==> src/rtl/pipe_stage_elastic.sv <==
// Elastic pipeline register with a 2-entry skid buffer, stall/bubble control and
// saturating stall/bubble event counters.
module pipe_stage_elastic #(
  parameter int                 DATA_W     = 143,
  parameter logic [DATA_W-1:0]  BUBBLE_VAL = {2'h0, 4'h1, 1'b0, 64'h0, 64'h0, 4'hF, 4'hF},
  parameter int                 CNT_W      = 16
) (
  input  logic              clk,
  input  logic              rst,
  input  logic              in_valid,
  output logic              in_ready,
  input  logic [DATA_W-1:0] in_data,
  output logic              out_valid,
  input  logic              out_ready,
  output logic [DATA_W-1:0] out_data,
  input  logic              stall,
  input  logic              bubble,
  output logic [1:0]        occupancy,
  output logic [CNT_W-1:0]  stall_cnt,
  output logic [CNT_W-1:0]  bubble_cnt
);

  typedef enum logic [1:0] {
    EMPTY = 2'd0,
    ONE   = 2'd1,
    TWO   = 2'd2
  } state_t;

  localparam logic [CNT_W-1:0] CNT_MAX = {CNT_W{1'b1}};
  localparam logic [CNT_W-1:0] CNT_ONE = {{(CNT_W-1){1'b0}}, 1'b1};

  state_t            state_q, state_d;
  logic [DATA_W-1:0] main_q, main_d;
  logic [DATA_W-1:0] skid_q, skid_d;
  logic [CNT_W-1:0]  stall_cnt_q, stall_cnt_d;
  logic [CNT_W-1:0]  bubble_cnt_q, bubble_cnt_d;
  logic              push, pop;

  // in_ready depends only on control inputs and local state, never on out_ready.
  assign in_ready   = !rst && !stall && !bubble && (state_q != TWO);
  assign out_valid  = (state_q != EMPTY);
  assign out_data   = main_q;
  assign occupancy  = state_q;
  assign stall_cnt  = stall_cnt_q;
  assign bubble_cnt = bubble_cnt_q;

  assign push = in_valid && in_ready;
  assign pop  = out_valid && out_ready && !stall && !bubble;

  always_comb begin
    state_d = state_q;
    main_d  = main_q;
    skid_d  = skid_q;
    if (bubble) begin
      state_d = ONE;
      main_d  = BUBBLE_VAL;
      skid_d  = BUBBLE_VAL;
    end else if (!stall) begin
      unique case (state_q)
        EMPTY: begin
          if (push) begin
            state_d = ONE;
            main_d  = in_data;
          end
        end
        ONE: begin
          if (push && pop) begin
            main_d = in_data;
          end else if (push) begin
            state_d = TWO;
            skid_d  = in_data;
          end else if (pop) begin
            state_d = EMPTY;
            main_d  = BUBBLE_VAL;
          end
        end
        TWO: begin
          // skid always holds the younger entry, so it moves up on pop
          if (pop) begin
            state_d = ONE;
            main_d  = skid_q;
            skid_d  = BUBBLE_VAL;
          end
        end
        default: begin
          state_d = EMPTY;
          main_d  = BUBBLE_VAL;
          skid_d  = BUBBLE_VAL;
        end
      endcase
    end
  end

  always_comb begin
    stall_cnt_d  = stall_cnt_q;
    bubble_cnt_d = bubble_cnt_q;
    if (stall && !bubble && (stall_cnt_q != CNT_MAX)) begin
      stall_cnt_d = stall_cnt_q + CNT_ONE;
    end
    if (bubble && (bubble_cnt_q != CNT_MAX)) begin
      bubble_cnt_d = bubble_cnt_q + CNT_ONE;
    end
  end

  always_ff @(posedge clk or posedge rst) begin
    if (rst) begin
      state_q      <= EMPTY;
      main_q       <= BUBBLE_VAL;
      skid_q       <= BUBBLE_VAL;
      stall_cnt_q  <= '0;
      bubble_cnt_q <= '0;
    end else begin
      state_q      <= state_d;
      main_q       <= main_d;
      skid_q       <= skid_d;
      stall_cnt_q  <= stall_cnt_d;
      bubble_cnt_q <= bubble_cnt_d;
    end
  end

endmodule
==> config.mk <==
export PLATFORM = sky130hd
export DESIGN_NAME = pipe_stage_elastic
export DESIGN_NICKNAME = d
export VERILOG_FILES = /design/src/rtl/pipe_stage_elastic.sv
export SDC_FILE = /design/constraint.sdc
export NUM_CORES = 1
export LEC_CHECK = 0
export CAP_MARGIN = 30
export CORE_MARGIN = 2
export CORE_UTILIZATION = 40
export DETAILED_ROUTE_END_ITERATION = 8
export PLACE_DENSITY = 0.74
export SLEW_MARGIN = 0
export SYNTH_ARGS = -nofsm -noshare
export SYNTH_HDL_FRONTEND = slang
export SYNTH_SLANG_ARGS = --single-unit
==> constraint.sdc <==
create_clock -name clk -period 24.9 [get_ports clk]
set_input_delay 4.98 -clock clk [delete_from_list [all_inputs] [get_ports clk]]
set_output_delay 4.98 -clock clk [all_outputs]
set_load 0.005 [all_outputs]
==> Yosys cells after proc, flatten, opt, wreduce, memory -nomap -nowiden <==
Cells that the tools add are included.
{ "totals": {"input_bits": 149, "output_inout_bits": 179, "regBits": 320} }
{ "classes": {"n_mux": 20, "eq_ne": 14, "n_addsub": 2, "n_reduce_logical": 19} }
{ "ops": {"columns": ["op", "count"], "rows": [
  ["2-to-1 mux 143 bit", 10],
  ["case mux 143 bit (3 select lines)", 2],
  ["adder 16 x 1 -> 16 bit, second input constant", 2],
  ["inequality test 16 bit, second input constant", 2],
  ["AND reduction 5 bit", 3],
  ["2-to-1 mux 2 bit", 7],
  ["inequality test 3 bit, second input constant", 4],
  ["inequality test 4 bit, second input constant", 3],
  ["logical AND 1 bit", 11],
  ["case mux 2 bit (3 select lines)", 1],
  ["inequality test 2 bit, second input constant", 2],
  ["logical NOT 1 bit", 3],
  ["== test 2 x 1 -> 1 bit, second input constant", 1],
  ["== test 2 bit, second input constant", 1],
  ["logical NOT 2 bit", 1],
  ["inequality test 2 x 1 -> 1 bit, second input constant", 1],
  ["nonzero test 2 bit", 1]
]} }

==> Depth between registers and ports, before layout <==
{ "logic_depth": {"ltp_word": 10, "mapped_depth": 8, "mapped_depth_nobuf": 5} }

==> Worst setup path before layout <==
No wires, ideal clock.
{ "synth_timing": {"path_type": "input -> output", "startpoint": "in bubble", "endpoint": "out in_ready", "t_required_ns": 19.920, "cell_stages": 3, "t_arrival_ns": 5.559, "path_slack_ns": 14.361, "cell_sequence": "or2_1 clkbuf_1 nor3_1"} }
{ "synth_via": {"elab_chain_cells": 3} }
{ "synth_rtl": {"columns": ["element", "line_no", "rtl"], "rows": [
  ["from (decl)", "17", "input logic bubble,"],
  ["logical NOT 1 bit", "40", "assign in_ready = !rst && !stall && !bubble && (state_q != TWO);"],
  ["logical AND 1 bit (2 in a row)", "40", null],
  ["to (decl)", "11", "output logic in_ready,"]
]} }
No other way between the ends.

==> Worst setup path in the final report <==
{ "layout_timing": {"startpoint": "in stall", "endpoint": "out in_ready"} }
{ "layout_via": {"elab_chain_cells": 4} }
{ "layout_rtl": {"columns": ["element", "line_no", "rtl"], "rows": [
  ["from (decl)", "16", "input logic stall,"],
  ["logical NOT 1 bit", null, null],
  ["logical AND 1 bit (3 in a row)", "40", null]
]} }
No other way between the ends.

==> results.yml <==
drt:
  firstDrtPassIters: 5
  drt_iter0_drc: 837
  vias: 12900
  drc: 0
  wirelength_mm: 46.6
  wl_per_cell_um: 20.8
  route.antenna.remaining_nets: 0
  viasPerCell: 5.76
finish:
  multi_input_area_mm2: 0.00708
  final_nets: 1844
  most-common-layout-cells: "clkdlybuf4s50_1, dfrtp_1, nand3_1"
  area_delta_synth_final_pct: 30.7
  final_common_cell: "clkdlybuf4s50_1"
  fillCellCount: 3376
  drive_gt1_share_pct: 6.52
  seq_area_mm2: 0.00804
sta:
  fin_crit_ns: 11.68
  tns_ns: 0
  final_hold_viol_count: 0
  maxSlewHeadroom_pct: 31.9
  tightest_slew_ns: 1.02
  skew_ns: 0.0188
  clock.fmax_mhz: 85.6
  rsz0062_at_grt: "false"
  setup_violations: 0
  timing.hold.ws_ns: 0.502
  fin_crit_sh_pct: 46.9
  finalMaxSlewViolations: 0
logic_synthesis:
  synth_area_mm2: 0.0158
  synth_top_area_cell: "dfrtp_1"
  ys.flop_type: "dfrtp_1"
  ys_warn_count: 0
  async_flop_share_pct: 100
  synth_top_family_by_area: "compound AO/OA/AOI/OAI gates"
  synth_top_area_share_pct: 47.9
  syn-mean-instance-area_um2: 10.9
  synthMuxAreaShare_pct: 8.84
  synthXorXnorAreaFrac_pct: 1.33
  synth-simple-area-share_pct: 12.8
  synth_area_leaders: "dfrtp_1, mux2i_1, a22o_1"
  synth_edf_count: 0
  synth_compound_area_share_pct: 21.5
  synthAdderAreaFrac_pct: 0.159
  ys_seq_elements: 320
  syn_nets: 1593
  synth_cell_types: 49
  seq_area_frac_synth_pct: 50.9
  synth_cells: 1442
clock_tree:
  postCtsResizedCells: 0
  holdBufCountCts: 0
  clk_path_buf_depth: 3
  cts_tree: "done"
  post_cts_buffers: 0
  cts_made_buffers: 37
  cts-root-buf: "clkbuf_16"
  htreeDepth: 2
  cts.sinks: 320
  path_clk_slew_ns: 0.05
  clock_latency_ns: 0.55
global_route:
  antenna_found_initial: 5
  grt_pass1_wl_mm: 74.6
  grt_max_degree: 109
  track_usage_pct: 22.6
  overflow: 0
  grt_pass1_vias: 13100
setup_path:
  cp-end-kind: "output port"
  rr_worst_depth: 7
  crit_fanout: 8
  path_cells: "clkdlybuf4s50_1 -> or2_1 -> nor3_1 -> clkdlybuf4s50_1"
  critPathKind: "input pin to output port"
  cpPeakStageDelay_ns: 0.55
  slowest_stage: "clkdlybuf4s50_1"
  cp_top_family: "buffers and inverters"
  crit_top_cell: "clkdlybuf4s50_1"
  startpoint_type: "input pin"
  crit_buf_inv: 2
  cp.arrival_ns: 6.70
  required_ns: 19.92
  crit_cells: 4
die:
  row_count: 72
  core-area_mm2: 0.0388
  die_x_um: 203
  initial_core_util_pct: 40.7
  die_h_um: 203
  dieArea_mm2: 0.0411
  ios: 328
place:
  hpwl_mm: 28.4
  place.port_buffers: 327
  routabilityCongestion: 0.821
status:
  status: "finished clean"
power_and_ir_drop:
  p_leak_nw: 8.10
  max-vdd-ir-drop_uv: 46.3
  powerDensity_mw_per_mm2: 62.3
worst_hold_path:
  worstHoldPathType: "flop to flop"
  hold_depth: 1
job:
  max-cap-violations: 0
[cell type report]
class                      count  area share [%]
inverter                       6           0.146
tap                          518            3.14
sequential                   320            38.9
clock buffer                  60            5.60
antenna                        5          0.0606
clock inverter                 4           0.236
multi-input combinational    975            34.3
timing repair buffer         353            17.6
[metal layers]
| metal | vias up | track usage, % | routed length (um) |
|---|---|---|---|
| met5 | - | 0 | 0 |
| met1 | 6545 | 30.8 | 20500 |
| met4 | 0 | 7.27 | 1250 |
| met3 | 83 | 5.52 | 3110 |
| met2 | 398 | 35.6 | 21800 |
| li1 | 5893 | - | - |
[synthesized netlist by cell type, types with 8 or more instances]
cell / instances
o2bb2ai_1: 134
buf_6: 13
nand3_1: 145
a22o_1: 134
dfstp_2: 18
a2bb2oi_1: 10
dfrtp_1: 302
a22oi_1: 8
mux2i_1: 135
xor2_1: 11
nand2_1: 12
clkbuf_1: 76
nand2b_1: 138
o22a_1: 9
nand4_1: 14
xnor2_1: 13
a21oi_1: 8
o21ai_1: 114
buf_1: 13
nor2_1: 14
buf_2: 30
o21ai_0: 25
[report_power, final]
part           total (W)  internal, W  leakage [nW]  switching [W]
sequential      0.000566     0.000541          4.36      0.0000255
combinational   0.000172    0.0000857          3.15      0.0000867
clock           0.000547     0.000326         0.592       0.000220
total            0.00129     0.000953          8.10       0.000332
[through the flow]
stage / cell area (um^2) / setup WS (ns) / util, % / instances / power, W
final: 20600 / 13.22 / 53.1 / 2241 / 0.00129
after global placement: 19200 / 13.28 / 49.4 / 2164 / 0.000739
after detailed placement: 19400 / 13.25 / 49.9 / 2171 / 0.000748
after global routing: 20600 / 13.14 / 53.1 / 2240 / 0.00134
after floorplan: 15800 / 11.09 / - / 1442 / 0.000652
after CTS: 20600 / 13.25 / 53.0 / 2235 / 0.00130
[worst register-to-register path, stage by stage (launching register included)]
cell	delay [ns]
dfrtp_4	0.97
nand2b_1	0.35
nor4_4	0.39
buf_4	0.53
buf_4	0.58
buf_16	0.31
o2bb2ai_1	0.25
a22o_1	0.15
[sequential cells by signal (all words and copies together) (netlist names)]
signal / cells
out_data: 143
occupancy: 2
stall_cnt: 16
skid_q: 143
bubble_cnt: 16
[worst paths after layout]
| check | slack [ns] | start | endpoint |
|---|---|---|---|
| max | 13.22 | stall | in_ready |
| min | 0.50 | out_data[5]$_DFFE_PP1P_ | out_data[5]$_DFFE_PP1P_ |
| max reg2reg | 21.31 | occupancy[0]$_DFFE_PP0P_ | out_data[130]$_DFFE_PP0P_ |
| min reg2reg | 0.50 | out_data[5]$_DFFE_PP1P_ | out_data[5]$_DFFE_PP1P_ |
| max in group asynchronous | 17.82 | rst | skid_q[95]$_DFFE_PP0P_ |
| min in group asynchronous | 5.08 | rst | out_data[41]$_DFFE_PP0P_ |
[cells by family (layout without fill, tap and decap cells)]
group	Yosys count	count (layout)
flops	320	320
buf+inv	147	423
fa+ha+maj	2	2
simple gates	358	358
mux	139	139
other cells	0	5
compound gates	452	452
xor+xnor	24	24
(Power assumes the default switching activity.)
